--- src/rtl/cordic_pkg.sv ---
// Shared definitions for the CORDIC sequencer: state encoding, datapath
// register-A mux codes and the default iteration count.
package cordic_pkg;

  typedef enum logic [1:0] {
    ST_IDLE = 2'b00,
    ST_LOAD = 2'b01,
    ST_ITER = 2'b10,
    ST_DONE = 2'b11
  } state_e;

  localparam logic [1:0] MUX_INIT_ANGLE = 2'b00;
  localparam logic [1:0] MUX_FEEDBACK   = 2'b01;
  localparam logic [1:0] MUX_INIT_VEC   = 2'b10;
  localparam logic [1:0] MUX_HOLD       = 2'b11;

  localparam int DEFAULT_NUM_ITER = 8;

  // Rotation loads the initial angle; vectoring loads the initial vector.
  function automatic logic [1:0] load_mux(input logic mode);
    return mode ? MUX_INIT_VEC : MUX_INIT_ANGLE;
  endfunction

endpackage

--- src/rtl/cordic_ctrl.sv ---
// CORDIC operation sequencer (IDLE -> LOAD -> ITER x NUM_ITER -> DONE), falling-edge clocked.
// Define CORDIC_CTRL_CHECK_EN to cross-check the datapath shift index against iter_cnt.
module cordic_ctrl
  import cordic_pkg::*;
#(
  parameter int NUM_ITER = DEFAULT_NUM_ITER
) (
  input  logic       clka,
  input  logic       reset,
  input  logic       start,
  input  logic       mode_in,
  input  logic [3:0] counter,
  output logic       cordic_mode,
  output logic [1:0] in_mux_ctl,
  output logic       counter_rst,
  output logic       counter_hold,
  output logic       busy,
  output logic       done,
  output logic       out_valid,
  output logic       err
);

  if ((NUM_ITER < 1) || (NUM_ITER > 8)) begin : g_bad_num_iter
    $error("cordic_ctrl: NUM_ITER must be within 1..8");
  end

  localparam logic [3:0] LAST_ITER = 4'(NUM_ITER - 1);

  state_e     state_r;
  logic [3:0] iter_cnt_r;
  logic       arm_r;
  logic       mode_r;
  logic [1:0] mux_r;
  logic       cnt_rst_r;
  logic       cnt_hold_r;
  logic       busy_r;
  logic       done_r;
  logic       valid_r;

`ifdef CORDIC_CTRL_CHECK_EN
  logic       err_r;
`endif

  // Sequencer state, iteration counter and all registered datapath controls.
  always_ff @(negedge clka or negedge reset) begin
    if (!reset) begin
      state_r    <= ST_IDLE;
      iter_cnt_r <= 4'd0;
      arm_r      <= 1'b0;
      mode_r     <= 1'b0;
      mux_r      <= MUX_HOLD;
      cnt_rst_r  <= 1'b0;
      cnt_hold_r <= 1'b1;
      busy_r     <= 1'b0;
      done_r     <= 1'b0;
      valid_r    <= 1'b0;
`ifdef CORDIC_CTRL_CHECK_EN
      err_r      <= 1'b0;
`endif
    end else begin
      // The first edge after reset release only arms the start input.
      arm_r <= 1'b1;
      case (state_r)
        ST_IDLE: begin
          if (start && arm_r) begin
            state_r    <= ST_LOAD;
            mode_r     <= mode_in;
            valid_r    <= 1'b0;
            mux_r      <= load_mux(mode_in);
            cnt_rst_r  <= 1'b1;
            cnt_hold_r <= 1'b1;
            busy_r     <= 1'b1;
            done_r     <= 1'b0;
          end else begin
            state_r    <= ST_IDLE;
            mux_r      <= MUX_HOLD;
            cnt_rst_r  <= 1'b0;
            cnt_hold_r <= 1'b1;
            busy_r     <= 1'b0;
            done_r     <= 1'b0;
          end
        end
        ST_LOAD: begin
          state_r    <= ST_ITER;
          iter_cnt_r <= 4'd0;
          mux_r      <= MUX_FEEDBACK;
          cnt_rst_r  <= 1'b0;
          cnt_hold_r <= 1'b0;
          busy_r     <= 1'b1;
          done_r     <= 1'b0;
        end
        ST_ITER: begin
`ifdef CORDIC_CTRL_CHECK_EN
          if (counter != iter_cnt_r) begin
            err_r <= 1'b1;
          end else begin
            err_r <= err_r;
          end
`endif
          if (iter_cnt_r == LAST_ITER) begin
            state_r    <= ST_DONE;
            iter_cnt_r <= 4'd0;
            mux_r      <= MUX_HOLD;
            cnt_hold_r <= 1'b1;
            busy_r     <= 1'b0;
            done_r     <= 1'b1;
            valid_r    <= 1'b1;
          end else begin
            state_r    <= ST_ITER;
            iter_cnt_r <= iter_cnt_r + 4'd1;
          end
        end
        ST_DONE: begin
          state_r    <= ST_IDLE;
          mux_r      <= MUX_HOLD;
          cnt_rst_r  <= 1'b0;
          cnt_hold_r <= 1'b1;
          busy_r     <= 1'b0;
          done_r     <= 1'b0;
        end
        default: begin
          state_r    <= ST_IDLE;
          iter_cnt_r <= 4'd0;
          mux_r      <= MUX_HOLD;
          cnt_rst_r  <= 1'b0;
          cnt_hold_r <= 1'b1;
          busy_r     <= 1'b0;
          done_r     <= 1'b0;
        end
      endcase
    end
  end

  assign cordic_mode  = mode_r;
  assign in_mux_ctl   = mux_r;
  assign counter_rst  = cnt_rst_r;
  assign counter_hold = cnt_hold_r;
  assign busy         = busy_r;
  assign done         = done_r;
  assign out_valid    = valid_r;

`ifdef CORDIC_CTRL_CHECK_EN
  assign err = err_r;
`else
  logic unused_counter_s;
  assign unused_counter_s = ^counter;
  assign err = 1'b0;
`endif

endmodule
--- config.mk ---
export PLATFORM = sky130hd
export DESIGN_NAME = cordic_ctrl
export DESIGN_NICKNAME = d
export VERILOG_FILES = /design/src/rtl/cordic_pkg.sv /design/src/rtl/cordic_ctrl.sv
export SDC_FILE = /design/constraint.sdc
export NUM_CORES = 1
export LEC_CHECK = 0
export BUFFER_PORTS_ARGS = -buffer_cell sky130_fd_sc_hd__buf_4
export CAP_MARGIN = 25
export CORE_MARGIN = 3
export CORE_UTILIZATION = 51
export CTS_CLUSTER_SIZE = 25
export DETAILED_ROUTE_END_ITERATION = 12
export PLACE_DENSITY = 0.76
export SYNTH_ARGS = -nofsm -noshare
export SYNTH_HDL_FRONTEND = slang
export SYNTH_SLANG_ARGS = --single-unit
--- constraint.sdc ---
create_clock -name clka -period 1.51 [get_ports clka]
set_input_delay 0.151 -clock clka [delete_from_list [all_inputs] [get_ports clka]]
set_output_delay 0.151 -clock clka [all_outputs]
set_load 0.005 [all_outputs]
Yosys cells after proc, flatten, opt, wreduce, memory -nomap -nowiden
Index checks and enable logic that the tools add are counted.
{"block": "totals", "reg_bits": 15, "inputBits": 8, "output_inout_bits": 9, "wordCells": 45}
{"block": "op_classes", "addsub": 1, "eq_ne": 6, "n_mux": 18, "n_reduce_logical": 10}
{"cell": "$pmux 2 s4", "n": 2}
{"cell": "$pmux 4 s2", "n": 1}
{"cell": "$mux 1", "n": 6}
{"cell": "$mux 2", "n": 3}
{"cell": "$pmux 1 s2", "n": 3}
{"cell": "$reduce_bool 2->1", "n": 3}
{"cell": "$add 4x1->4 const B", "n": 1}
{"cell": "$eq 2x2->1 const B", "n": 2}
{"cell": "$eq 4x3->1 const B", "n": 1}
{"cell": "$mux 4", "n": 1}
{"cell": "$ne 2x2->1 const B", "n": 2}
{"cell": "$pmux 1 s4", "n": 1}
{"cell": "$reduce_or 2->1", "n": 2}
{"cell": "$pmux 1 s3", "n": 1}
{"cell": "$reduce_and 3->1", "n": 1}
{"cell": "$reduce_or 3->1", "n": 1}
{"cell": "$eq 2x1->1 const B", "n": 1}
{"cell": "$logic_not 2->1", "n": 1}
{"cell": "$reduce_and 2->1", "n": 1}
{"cell": "$logic_and 1x1->1", "n": 1}

Depth between registers and ports, before layout
Gate-level depths: netlist (run 1).
{"block": "logic_depth", "word_depth": 3, "depth_mapped": 5, "mapped_depth_nobuf": 5}

==> impl_metrics.json, run 1 <==
{
  "fin_setup_tns_ps": -2110,
  "critPathTopFamily": "flip-flops",
  "static_leak_nw": 0.516,
  "core_area_um2": 1350,
  "regMostFlops": "iter_cnt_r",
  "synth_top_area_cell": "sky130_fd_sc_hd__dfrtn_1",
  "design.die.area_um2": 2010,
  "placement.cell_area_um2": 880,
  "netlist.area_leader.share_pct": 39.0,
  "drv_cap": 0,
  "grt_setup_unrepaired": "true",
  "most_used_cells_in_the_layout_excluding_fill_and_tap_cells": "sky130_fd_sc_hd__buf_4 (17), sky130_fd_sc_hd__dfrtn_1 (12), sky130_fd_sc_hd__inv_1 (10)",
  "library_cell_used_as_clock_root_buffer": "sky130_fd_sc_hd__clkbuf_4",
  "die_width_um": 44.8,
  "pin_count": 17,
  "timing_max_transition_violations_final": 0,
  "postSynthAreaPerCell_um2": 12.0,
  "vdd_drop_max_mv": 1.00,
  "largest_register_ffs": 4,
  "cp_bufs_invs": 1,
  "status": "complete, but fails checks",
  "synth.area.top_cells": "sky130_fd_sc_hd__dfrtn_1 (39%), sky130_fd_sc_hd__dfstp_2 (10%), sky130_fd_sc_hd__ha_1 (9.8%), sky130_fd_sc_hd__mux2_4 (5.9%), sky130_fd_sc_hd__inv_1 (3.9%)",
  "syn_inst": 64,
  "h-tree-depth": 1,
  "synth.net_count": 78,
  "synthesized_area_um2": 769,
  "grt_util_all_layers_pct": 16.7,
  "filler_cell_count": 104,
  "cts_tree": "built",
  "cts_buffers": 3,
  "series_of_cell_instances_along_the_critical_path": "buf_6",
  "rows": 13,
  "worst_hold_margin_ps": 340,
  "crit_slowest_cell": "sky130_fd_sc_hd__dfstp_2",
  "critical_path.endpoint_type": "output port",
  "final_cells": 103,
  "detailedRoute.firstPassIterationCount": 4,
  "antennaDiodeCount": 0,
  "clk_pin_slew_worst_paths_ps": 60,
  "fin_total_pwr_mw": 1.61,
  "routed_via_density": 5.24,
  "fin_area_um2": 965,
  "place.detailed.hpwl_um": 1030,
  "grt_overflow_total": 0,
  "share_of_layout_cells_above_drive_strength_1_pct": 39.8,
  "synth-seq-cells": 15,
  "globalplace.congestion": 0.727,
  "setup.worst_path.start_class": "flip-flop",
  "wl_per_cell_um": 13.3,
  "final_nets": 103,
  "timing.clock.skew_ps": 57.8,
  "worstPathMaxFanout": 2,
  "min-delay-path-class": "primary input to asynchronous set/reset pin",
  "area.growth.synth_to_final_pct": 25.4,
  "cts.sink_count": 15,
  "synthesis.yosys.warnings": 0,
  "cp_data_arrival_time_ps": 1720,
  "failed_checks": "setup timing",
  "ys_types": 28,
  "setup_viol": 8,
  "antenna_violating_nets_post_route": 0,
  "drt_first_iter_violations": 8,
  "worstSetupPathType": "flip-flop to output port",
  "pin_count_of_the_biggest_net_entering_global_routing": 16,
  "place.detailed.instances": 92,
  "cts_max_path_buffers": 2,
  "power_per_cell_area_nw_per_um2": 1670,
  "worstPathRequired_ps": 1360,
  "yosysSeqAreaShare_pct": 49.3,
  "cts_hold_repair.buffers": 0,
  "port-buffer-count": 11,
  "fp.dieH_um": 44.8,
  "worst_setup_margin_ps": -358,
  "start_util_pct": 57.0,
  "route.vias.total": 540,
  "overall_routed_net_length_um": 1370,
  "initial_antenna_violation_count": 0,
  "clock_insertion_delay_worst_skew_ps": 340,
  "timing.critical_path.slowest_cell_delay_ps": 530,
  "layout.cells.most_common": "sky130_fd_sc_hd__buf_4",
  "hold_viol": 0,
  "global_route_wire_length_before_repair_um": 2320,
  "drc_violation_count_after_routing": 0,
  "grt_pass1_vias": 537
}
metal layers:
| layer | vias up | share of wire, % | GRT usage (%) |
|---|---|---|---|
| met4 | 0 | 5.5 | 15.8 |
| met3 | 9 | 4.4 | 2.39 |
| li1 | 267 | - | - |
| met1 | 246 | 44 | 21.4 |
| met5 | - | 0 | 0 |
| met2 | 18 | 46 | 23.8 |
cell families after synthesis:
group	share of synthesized area (%)
flops	49.3
compound gates	11.4
simple gates	12.0
buf+inv	6.67
mux	9.92
fa+ha+maj	9.76
other cells	0.976
cell type report:
cell class,instances,area (um^2),share of cell area (%)
clock buffer,3,22.5,2.33
clock inverter,4,15.0,1.56
inverter,7,26.3,2.72
multi-input combinational,39,342,35.4
sequential,15,379,39.3
tap,15,18.8,1.95
timing repair buffer,20,161,16.7
metrics by stage:
step / util (%) / setup slack (ps)
after floorplan: - / 31.3
after global placement: 65.2 / -141
after detailed placement: 65.2 / -167
after CTS: 70.2 / -364
after global routing: 71.5 / -390
final: 71.5 / -358
timing repair:
action / in CTS / in global routing
setup buffers: 3 / 2
pin swaps: 0 / 0
endpoints found under the setup margin: 8 / 11
gates resized for setup: 3 / 1
cell usage after synthesis (all sizes together):
cell     instances
nor2b            1
nand3b           2
clkbuf           1
a31oi            1
a21boi           1
ha               6
o21ba            1
dfrtn           12
o41ai            1
a21oi            2
dfstp            3
o2bb2ai          1
mux2             4
mux2i            2
nand3            4
inv              8
conb             2
nand2b           1
o31ai            1
nand2            3
o31a             1
nand4b           1
o21ai            4
buf              1
worst paths after layout:
path	cells past startpoint	slack, ps	startpoint	end
setup / recovery	1	-360	in_mux_ctl[1]$_DFFE_NN1P_	in_mux_ctl[1]
hold / removal	1	340	reset	done$_DFFE_NN0P_
setup reg to reg	4	100	iter_cnt_r[0]$_DFFE_NN0P_	busy$_DFFE_NN0P_
hold reg to reg	1	460	cordic_mode$_DFFE_NN0P_	cordic_mode$_DFFE_NN0P_
max in group asynchronous	1	860	reset	in_mux_ctl[0]$_DFFE_NN1P_
min in group clka	1	460	cordic_mode$_DFFE_NN0P_	cordic_mode$_DFFE_NN0P_
report_power, final:
part | internal (mW) | switching [mW]
sequential | 0.546 | 0.0779
combinational | 0.413 | 0.314
clock | 0.106 | 0.151
total | 1.07 | 0.542
No activity file was read; power rests on OpenSTA's default activity.
==> inputs of run 2 (changes only) <==
Settings changed: BUFFER_PORTS_ARGS -buffer_cell sky130_fd_sc_hd__buf_4 to -buffer_cell sky130_fd_sc_hd__buf_2.
==> run 2 against run 1 <==
The run still ends with setup timing left. Count of clock-buffer cells in the layout stayed put. Sequential power is 1% lower. Critical path depth stayed put. Power is 4.7% higher. Global-route usage is 1.1 points lower. Clock power is 66% higher. First-iteration DRC count is 63% lower. Routed wire length is 9.5% lower. Non-clock buffer count is 5 lower. Register-to-register slack worse by 20 ps. Sequential cell count stayed put. Critical path type unchanged. Largest cell class unchanged. Largest power group unchanged.
==> impl_metrics.json, run 2 (same netlist as run 1, synthesis figures left out) <==
{
  "status": "complete, but fails checks",
  "failed_checks": "setup timing",
  "die_width_um": 44.8,
  "preCtsSetupSlack_ps": -165,
  "wl_per_cell_um": 12.6,
  "cp_data_arrival_time_ps": 1720,
  "critical_path_cell_count": 1,
  "library_cell_used_as_clock_root_buffer": "sky130_fd_sc_hd__clkbuf_4",
  "series_of_cell_instances_along_the_critical_path": "buf_2",
  "share_seq_of_total_power_pct": 36.5,
  "most_used_cells_in_the_layout_excluding_fill_and_tap_cells": "sky130_fd_sc_hd__dfrtn_1 (12), sky130_fd_sc_hd__buf_2 (11), sky130_fd_sc_hd__inv_1 (10)",
  "fin_area_um2": 925,
  "core_area_um2": 1350,
  "cp_bufs_invs": 1,
  "hold_viol": 0,
  "cts_buffers": 3,
  "worstSetupPathType": "flip-flop to output port",
  "clock_insertion_delay_worst_skew_ps": 340,
  "power_per_cell_area_nw_per_um2": 1820,
  "vdd_drop_max_mv": 1.03,
  "place.detailed.instances": 92,
  "start_util_pct": 57.0,
  "static_leak_nw": 0.493,
  "worstPathMaxFanout": 2,
  "netSwitchingPower_uw": 522,
  "worst_setup_margin_ps": -360,
  "cts.sink_count": 15,
  "drt_first_iter_violations": 3,
  "clock_power_share_pct": 25.4,
  "h-tree-depth": 1,
  "layout.cells.most_common": "sky130_fd_sc_hd__dfrtn_1",
  "power_report.internal_total_mw": 1.16,
  "setup_viol": 8,
  "worst-r2r-cell-count": 4,
  "worstPathRequired_ps": 1360,
  "place.detailed.hpwl_um": 906,
  "critPathTopFamily": "flip-flops",
  "detailedRoute.firstPassIterationCount": 2,
  "drc_violation_count_after_routing": 0,
  "cts_setup_buffers": 0,
  "route.vias.total": 492,
  "crit_slowest_cell": "sky130_fd_sc_hd__dfstp_2",
  "timing.critical_path.slowest_cell_delay_ps": 520,
  "globalplace.congestion": 0.688,
  "global_route_wire_length_before_repair_um": 2240,
  "share_of_layout_cells_above_drive_strength_1_pct": 37.3,
  "overall_routed_net_length_um": 1240,
  "critical_path.endpoint_type": "output port",
  "worst_hold_margin_ps": 393,
  "antenna_violating_nets_post_route": 0,
  "rows": 13,
  "area.growth.synth_to_final_pct": 20.2,
  "port-buffer-count": 11,
  "timing_max_transition_violations_final": 0,
  "cts_max_path_buffers": 2,
  "initial_antenna_violation_count": 0,
  "grt_overflow_total": 0,
  "setup.worst_path.start_class": "flip-flop",
  "fin_total_pwr_mw": 1.68,
  "fp.dieH_um": 44.8,
  "largest_register_ffs": 4,
  "pin_count_of_the_biggest_net_entering_global_routing": 16,
  "grt_setup_unrepaired": "true",
  "cts_tree": "built",
  "pin_count": 17,
  "grt_util_all_layers_pct": 15.6,
  "switching_share_pct": 31.0,
  "final_cells": 98,
  "grt_pass1_vias": 515,
  "clk_pin_slew_worst_paths_ps": 70,
  "fin_setup_tns_ps": -2080,
  "post-route-util_pct": 68.5,
  "timing.clock.skew_ps": 59.9,
  "drv_cap": 0,
  "min-delay-path-class": "primary input to asynchronous set/reset pin",
  "pwr-share-comb_pct": 38.1,
  "regMostFlops": "iter_cnt_r",
  "final_nets": 98,
  "design.die.area_um2": 2010,
  "antennaDiodeCount": 0,
  "routed_via_density": 5.02,
  "placement.cell_area_um2": 852
}
-- run 2: cell types whose count changed in the layout (fill, tap and decap cells not counted) --
cell,delta
sky130_fd_sc_hd__bufinv_16,+1
sky130_fd_sc_hd__buf_6,-3
sky130_fd_sc_hd__buf_2,+11
sky130_fd_sc_hd__buf_4,-13
sky130_fd_sc_hd__ha_4,+1
sky130_fd_sc_hd__clkinv_1,-1
sky130_fd_sc_hd__ha_2,-1
-- run 2: worst paths after layout --
check | slack, ps | end | start
hold / removal | 390 | busy$_DFFE_NN0P_ | reset
setup reg to reg | 80 | in_mux_ctl[1]$_DFFE_NN1P_ | state_r[0]$_DFF_NN0_
hold reg to reg | 430 | counter_rst$_DFFE_NN0N_ | counter_rst$_DFFE_NN0N_
min in group clka | 430 | counter_rst$_DFFE_NN0N_ | counter_rst$_DFFE_NN0N_
setup / recovery | -360 | in_mux_ctl[0] | in_mux_ctl[0]$_DFFE_NN1P_
max in group asynchronous | 750 | in_mux_ctl[1]$_DFFE_NN1P_ | reset
-- run 2: final cells by class --
class | count | area, um^2
Fill cell | 103 | 425
Sequential cell | 15 | 379
Multi-Input combinational cell | 39 | 352
Timing Repair Buffer | 15 | 85.1
Clock inverter | 4 | 41.3
Inverter | 7 | 26.3
Clock buffer | 3 | 22.5
Tap cell | 15 | 18.8
-- run 2: metal layers --
layer	vias to the layer above	track usage [%]	wire length, um
met4	0	7.02	19
li1	256	-	-
met3	2	3.98	65
met1	223	21.3	632
met5	-	0	0
met2	11	23.2	518
-- run 2: power groups by stage --
| stage | logic, mW | registers (mW) | clock network [mW] |
|---|---|---|---|
| 6_report | 0.642 | 0.616 | 0.427 |
| 4_1_cts | 0.601 | 0.618 | 0.437 |
| 5_1_grt | 0.720 | 0.637 | 0.465 |
| 3_5_place_dp | 0.595 | 0.624 | 0.0165 |
| 3_3_place_gp | 0.581 | 0.618 | 0.0165 |
| 2_1_floorplan | 0.430 | 0.625 | 0.0165 |
-- run 2: timing repair --
action,CTS,global route
setup endpoints to repair,8,13
hold endpoints to repair,0,0
hold buffers,0,0
gates resized for setup,0,2
-- run 2: worst register-to-register path: cells and delay by family, from the launching register on --
family                     cells  cell delay (ps)
buffers and inverters          1               80
muxes                          1              250
AOI/OAI and AO/OA              1              340
adders and majority gates      1              320
DFF                            1              410
